==> src/rtl/truth_table_scanner.sv <==
// truth_table_scanner: walks every input vector of an external N_IN-input
// combinational function in ascending order, waits SETTLE+1 cycles per
// vector, samples f_in and assembles the captured truth table.
// Optional feature macro: SCAN_COMPARE_EN. When it is defined, the captured
// table is checked against `expected`, producing err_cnt, first_err and pass.
// When it is undefined, those three outputs are constant 0.
// The captured table is exported on port truth_table, because `table` is a
// reserved word in SystemVerilog.
// Legal parameter ranges: N_IN 1..4, SETTLE 0..3.

module truth_table_scanner #(
    parameter int unsigned N_IN   = 4,
    parameter int unsigned SETTLE = 1
) (
    input  logic                 clk,
    input  logic                 rst,
    input  logic                 start,
    input  logic [2**N_IN-1:0]   expected,
    input  logic                 f_in,
    output logic [N_IN-1:0]      vec,
    output logic                 busy,
    output logic                 done,
    output logic [2**N_IN-1:0]   truth_table,
    output logic                 pass,
    output logic [N_IN:0]        err_cnt,
    output logic [N_IN-1:0]      first_err
);

    localparam int unsigned N_VEC = 2 ** N_IN;
    localparam int unsigned ERR_W = N_IN + 1;
    localparam int unsigned CNT_W = 2;

    typedef enum logic [1:0] {
        S_IDLE   = 2'd0,
        S_WAIT   = 2'd1,
        S_SAMPLE = 2'd2,
        S_DONE   = 2'd3
    } state_t;

    state_t             state_q;
    state_t             state_d;
    logic [CNT_W-1:0]   cnt_q;
    logic               scan_start;
    logic               cnt_dec;
    logic               capture;
    logic               advance;
    logic               last_vec;

    assign last_vec = (vec == N_IN'(N_VEC - 1));

    // State register
    always_ff @(posedge clk or posedge rst) begin
        if (rst) begin
            state_q <= S_IDLE;
        end else begin
            state_q <= state_d;
        end
    end

    // Next-state and per-cycle control strobes
    always_comb begin
        state_d    = state_q;
        scan_start = 1'b0;
        cnt_dec    = 1'b0;
        capture    = 1'b0;
        advance    = 1'b0;
        case (state_q)
            S_IDLE: begin
                if (start) begin
                    scan_start = 1'b1;
                    state_d    = S_WAIT;
                end
            end
            S_WAIT: begin
                if (cnt_q == '0) begin
                    state_d = S_SAMPLE;
                end else begin
                    cnt_dec = 1'b1;
                end
            end
            S_SAMPLE: begin
                capture = 1'b1;
                if (last_vec) begin
                    state_d = S_DONE;
                end else begin
                    advance = 1'b1;
                    state_d = S_WAIT;
                end
            end
            S_DONE: begin
                state_d = S_IDLE;
            end
            default: begin
                state_d = S_IDLE;
            end
        endcase
    end

    // Vector walk, settle counter, table capture and handshake flags
    always_ff @(posedge clk or posedge rst) begin
        if (rst) begin
            cnt_q       <= '0;
            vec         <= '0;
            truth_table <= '0;
            busy        <= 1'b0;
            done        <= 1'b0;
        end else begin
            busy <= (state_d == S_WAIT) || (state_d == S_SAMPLE);
            done <= (state_d == S_DONE);
            if (scan_start) begin
                vec         <= '0;
                truth_table <= '0;
                cnt_q       <= CNT_W'(SETTLE);
            end else if (cnt_dec) begin
                cnt_q <= cnt_q - CNT_W'(1);
            end
            if (capture) begin
                truth_table[vec] <= f_in;
            end
            // vec stays on the last index after the final sample
            if (advance) begin
                vec   <= vec + N_IN'(1);
                cnt_q <= CNT_W'(SETTLE);
            end
        end
    end

`ifdef SCAN_COMPARE_EN
    logic mismatch;

    assign mismatch = (f_in != expected[vec]);

    // Running mismatch statistics; pass is only refreshed once a scan completes
    always_ff @(posedge clk or posedge rst) begin
        if (rst) begin
            err_cnt   <= '0;
            first_err <= '0;
            pass      <= 1'b0;
        end else begin
            if (scan_start) begin
                err_cnt   <= '0;
                first_err <= '0;
            end else if (capture && mismatch) begin
                if (err_cnt == '0) begin
                    first_err <= vec;
                end
                if (err_cnt != ERR_W'(N_VEC)) begin
                    err_cnt <= err_cnt + ERR_W'(1);
                end
            end
            if (state_q == S_DONE) begin
                pass <= (err_cnt == '0);
            end
        end
    end
`else
    logic unused_expected;

    // Comparison omitted: statistics tied off, expected has no effect
    assign unused_expected = ^expected;
    assign err_cnt         = '0;
    assign first_err       = '0;
    assign pass            = 1'b0;
`endif

endmodule

==> config.mk <==
export PLATFORM = sky130hd
export DESIGN_NAME = truth_table_scanner
export DESIGN_NICKNAME = d
export VERILOG_FILES = /design/src/rtl/truth_table_scanner.sv
export SDC_FILE = /design/constraint.sdc
export NUM_CORES = 1
export LEC_CHECK = 0
export CAP_MARGIN = 20
export CORE_AREA = 2 2 64 66
export CTS_CLUSTER_SIZE = 8
export DETAILED_ROUTE_END_ITERATION = 8
export DIE_AREA = 0 0 66 68
export GPL_TIMING_DRIVEN = 0
export PLACE_DENSITY = 0.77
export SYNTH_ARGS = -nofsm -noshare
export SYNTH_HDL_FRONTEND = slang
export SYNTH_SLANG_ARGS = --single-unit
==> constraint.sdc <==
create_clock -name clk -period 1.72 [get_ports clk]
set_input_delay 0.516 -clock clk [delete_from_list [all_inputs] [get_ports clk]]
set_output_delay 0.516 -clock clk [all_outputs]
set_load 0.005 [all_outputs]
# After elaboration in Yosys (flattened, before gate mapping)
# Index checks and enable logic that the tools add are counted.
dict set report word_totals {
  elab_cells 44
  reg_bits 26
}
dict set report op_classes {
  n_lt_le_gt_ge 2
  eq_ne 7
  muxes 21
  add_sub_neg 2
  n_reduce_logical 6
}
# op n
set op_table {}
lappend op_table {{$mux W16} 2}
lappend op_table {{$bwmux W16} 1}
lappend op_table {{$mux W2} 6}
lappend op_table {{$eq A2 B2 Y1 const B} 4}
lappend op_table {{$mux W1} 8}
lappend op_table {{$mux W4} 2}
lappend op_table {{$pmux W2 S4} 1}
lappend op_table {{$lt A4 B5 Y1 const B} 1}
lappend op_table {{$add A4 B1 Y4 const B} 1}
lappend op_table {{$demux W1 S4} 1}
lappend op_table {{$eq A2 B1 Y1 const B} 2}
lappend op_table {{$eq A4 B4 Y1 const B} 1}
lappend op_table {{$ge A4 B1 Y1 const B} 1}
lappend op_table {{$logic_not A2 Y1} 2}
lappend op_table {{$reduce_bool A3 Y1} 1}
lappend op_table {{$reduce_bool A2 Y1} 1}
lappend op_table {{$sub A2 B1 Y2 const B} 1}
lappend op_table {{$logic_and A1 B1 Y1} 1}
lappend op_table {{$logic_or A1 B1 Y1} 1}

# Depth between registers and ports, before layout
dict set report logic_depth {
  ltp_word 6
  mapped_depth 5
}

# Worst setup path before layout
# OpenSTA, ideal clock, no wires.
dict set report synth_path {
  kind {input to register}
  from {in start}
  to {reg vec[3]}
  path_buffers 1
  cell_stages 4
  slack_ns 0.170
  arrival_ns 1.424
  required_ns 1.594
  cell_sequence {or3b_1 buf_6 o21a_4 a221o_1}
}
dict set report synth_via {
  elab_chain_cells 3
}
# item line_no
set synth_rtl {}
lappend synth_rtl {{from (decl)} 17} ;# input logic start,
lappend synth_rtl {{$mux W1} 69} ;# if (start) begin
lappend synth_rtl {{$mux W1} 67} ;# case (state_q)
lappend synth_rtl {{$reduce_bool A2 Y1 (no source line)} n/a}
lappend synth_rtl {{to (signal assigned)} 122} ;# vec <= vec + N_IN'(1);
lappend synth_rtl {{to (decl)} 20} ;# output logic [N_IN-1:0] vec,
# No other way between the ends.
# A chain may end at the register's enable or synchronous reset.

# Worst setup path after layout
dict set report layout_path {
  from {reg vec[1]}
  to {out vec[1]}
}
# No word-level cell between the ends.

==> impl_metrics.csv <==
group,metric,value,unit
global_routing,grt_pass1_vias,1031,
placed_design,hpwl,2174,um
die,rows,23,
drt,dr_wl_met2,1441,um
drt,vias_per_cell,4.890,
clocking,clockBufferDepth,2,
clocking,numCtsBuffers,3,
timing,slew_viol_final,0,
cells_and_area,layout.nets,215,
die,pin_count,52,
worst_setup_path,path_delay_family,"buffers and inverters",
worst_setup_path,path_cells,"clkdlybuf4s50_1",
logic_synthesis,syn_area,1410,sq um
worst_setup_path,required,1.20,ns
global_routing,antenna_found_initial,0,
clocking,insertion_delay,0.27,ns
worst_setup_path,slowest_delay,0.51,ns
logic_synthesis,ys_ff_latch,26,
power,power_density,983.3,nW/um^2
power,irDropWorstVdd,0.0005974,V
logic_synthesis,yosysUniqueCellTypes,32,
drt,wl_met3,157,um
placed_design,routabilityCongestion,0.8720,
timing,skew,0.004267,ns
placed_design,dp.cells,227,
drt,topRoutingLayerUsed,"met4",
cells_and_area,syn2layout_area_growth,33.01,%
worst_setup_path,endpoint_kind,"output port",
logic_synthesis,seq_area_frac_synth,46.14,%
global_routing,grt_max_degree,27,
worst_setup_path,crit_type,"reg -> out",
global_routing,grt_pass1_wl,4864,um
clocking,path_clk_slew,0.08,ns
drt,wl_per_cell,12.59,um
timing,grt_setup_unrepaired,"false",
hold_path,hold_class,"in -> async",
status,status,"completed",
power,total_power,1.844,mW
timing,period_minus_slack,1.677,ns
timing,finalHoldViolCount,0,
clocking,cts_max_level,1,
drt,wl,2983,um
worst_setup_path,worst-path-buf-inv,1,
die,die_x,66,um
drt,drtIter0Drc,45,
drt,ant_nets,0,
logic_synthesis,avgSynthCellArea,9.792,sq um
drt,drc,0,
clocking,clock_sinks,26,
cells_and_area,drive_above_1_share,16.04,%
worst_setup_path,slowest_stage,"clkdlybuf4s50_1",
cells_and_area,final_cells,237,
worst_setup_path,cp.arrival,1.16,ns
global_routing,grt_usage,14.33,%
die,start_util,36.57,%
drt,first_pass_iters,4,
drt,vias,1159,
timing,max_freq,0.5962,GHz
logic_synthesis,ys_warn_count,0,
clocking,cts_tree,"done",
cells_and_area,fin_util,48.64,%
drt,drt-met1-wl,1370,um
clocking,cts_root_buf,"clkbuf_8",
die,die_h,68,um
worst_setup_path,crit_fanout,3,
timing,finalCritPeriodShare,97.51,%
global_routing,grt-ovfl-total,0,
placed_design,port_buffers,24,
timing,setup_viol,0,
run,drv_cap,0,
worst_setup_path,critPathLaunchType,"register",
die,core,3856,sq um
logic_synthesis,syn-instance-count,144,
power,p_leak,0.9667,nW
die,dieArea,4488,sq um
cells_and_area,diodes,0,
==> where the power goes <==
group / switching [mW] / internal, mW / total [mW]
registers: 0.0770 / 0.712 / 0.789
clock network: 0.179 / 0.157 / 0.336
logic: 0.342 / 0.378 / 0.719
total: 0.597 / 1.25 / 1.84
==> cells in the mapped netlist <==
library cell,n,area share [%]
a2111oi_0,1,0.62
xnor2_1,1,0.62
clkbuf_1,6,1.6
o21a_4,1,1.1
a31oi_1,1,0.44
nor2b_1,3,1.3
nand3_1,17,6.0
or3b_1,1,0.62
nand2_1,18,4.8
ha_1,6,5.3
o211ai_1,12,6.4
and2_1,2,0.89
and3_1,1,0.44
o22a_1,1,0.62
buf_6,1,0.80
a221o_1,1,0.71
nor3b_1,2,1.1
o21ai_0,1,0.35
o21bai_1,1,0.53
buf_4,10,5.3
and3b_1,4,2.5
dfrtp_1,26,46
mux2_2,2,1.6
inv_1,5,1.3
buf_2,1,0.35
nand2b_1,2,0.89
o311ai_0,4,2.5
nor2_1,5,1.3
nor3_1,1,0.35
conb_1,1,0.27
or2b_1,1,0.53
nand3b_1,5,2.7
==> path summary, 6_finish.rpt <==
kind                                  from              end  slack (ns)  depth (start not counted)
setup / recovery                    vec[1]           vec[1]        0.04                          1
hold / removal                         rst           vec[1]        0.51                          2
setup reg to reg                state_q[1]           vec[3]        0.13                          4
hold reg to reg            truth_table[12]  truth_table[12]        0.53                          2
max in group asynchronous              rst   truth_table[5]        0.80                          3
min in group clk           truth_table[12]  truth_table[12]        0.53                          2
==> sequential cells by signal (all words and copies together) (netlist names) <==
register and count:
busy 1, done 1, state_q 2, vec 4, truth_table 16, cnt_q 2
==> cells in the final DEF, fill, tap and decap left out, types with 2 or more instances in the layout <==
master	instances
dlygate4sd2_1	2
o311ai_0	4
nand3b_1	5
nor2_1	4
mux2_2	2
and3b_1	4
nand3_1	17
inv_1	5
nand2b_1	2
dfrtp_1	26
nor2b_1	3
buf_4	16
conb_1	10
nand2_1	18
clkdlybuf4s50_1	20
o211ai_1	12
ha_1	6
dlymetal6s2s_1	2
clkbuf_2	2
clkbuf_8	3
and2_1	2
clkbuf_1	4
==> cell families (layout without fill, tap and decap cells) <==
kind of cell	after synthesis	in the layout	share of synthesized area (%)
simple gates	62	62	23.42
flops	26	26	46.14
buf+inv	23	57	9.405
compound gates	23	23	13.22
xor+xnor	1	1	0.6212
other cells	1	10	0.2659
mux	2	2	1.597
fa+ha+maj	6	6	5.324
==> worst reg2reg max path, delay by kind of cell (launching register included) <==
family / cells / cell delay [ns]
buffers and inverters: 1 / 0.14
AND/OR/NAND/NOR: 1 / 0.40
AO/OA/AOI/OAI: 2 / 0.47
flip-flops: 1 / 0.46
==> metal layers <==
layer	track usage, %	up-vias
met3	3.454	3
met2	25.13	36
met4	2.296	0
met1	18.37	541
li1	-	579
met5	0	-
==> layout make-up <==
cell class,instances,area (sq um)
fill,377,1981
sequential,26,650.6
timing repair buffer,31,315.3
multi-input combinational,104,670.6
buffer,18,116.4
tap,50,62.56
inverter,5,18.77
clock buffer,3,41.29
==> what timing repair did <==
| action | CTS | global route |
|---|---|---|
| setup endpoints to repair | 16 | 5 |
| cloned | 0 | 0 |
| buffers inserted | 6 | 0 |
| resized for setup | 3 | 9 |
| hold buffers | 0 | 0 |
==> per-stage QoR <==
stage / hold WS (ns) / setup TNS, ns / setup slack (ns) / cell area (sq um)
after floorplan: 0.4866 / 0 / 0.1698 / 1444
after global placement: 0.5047 / -5.448 / -0.4107 / 1747
after detailed placement: 0.5174 / -6.815 / -0.4344 / 1747
after CTS: 0.5356 / 0 / 0.01075 / 1833
after global routing: 0.5536 / 0 / 0.007221 / 1876
final: 0.5083 / 0 / 0.04283 / 1876
No activity file was read; power rests on OpenSTA's default activity.
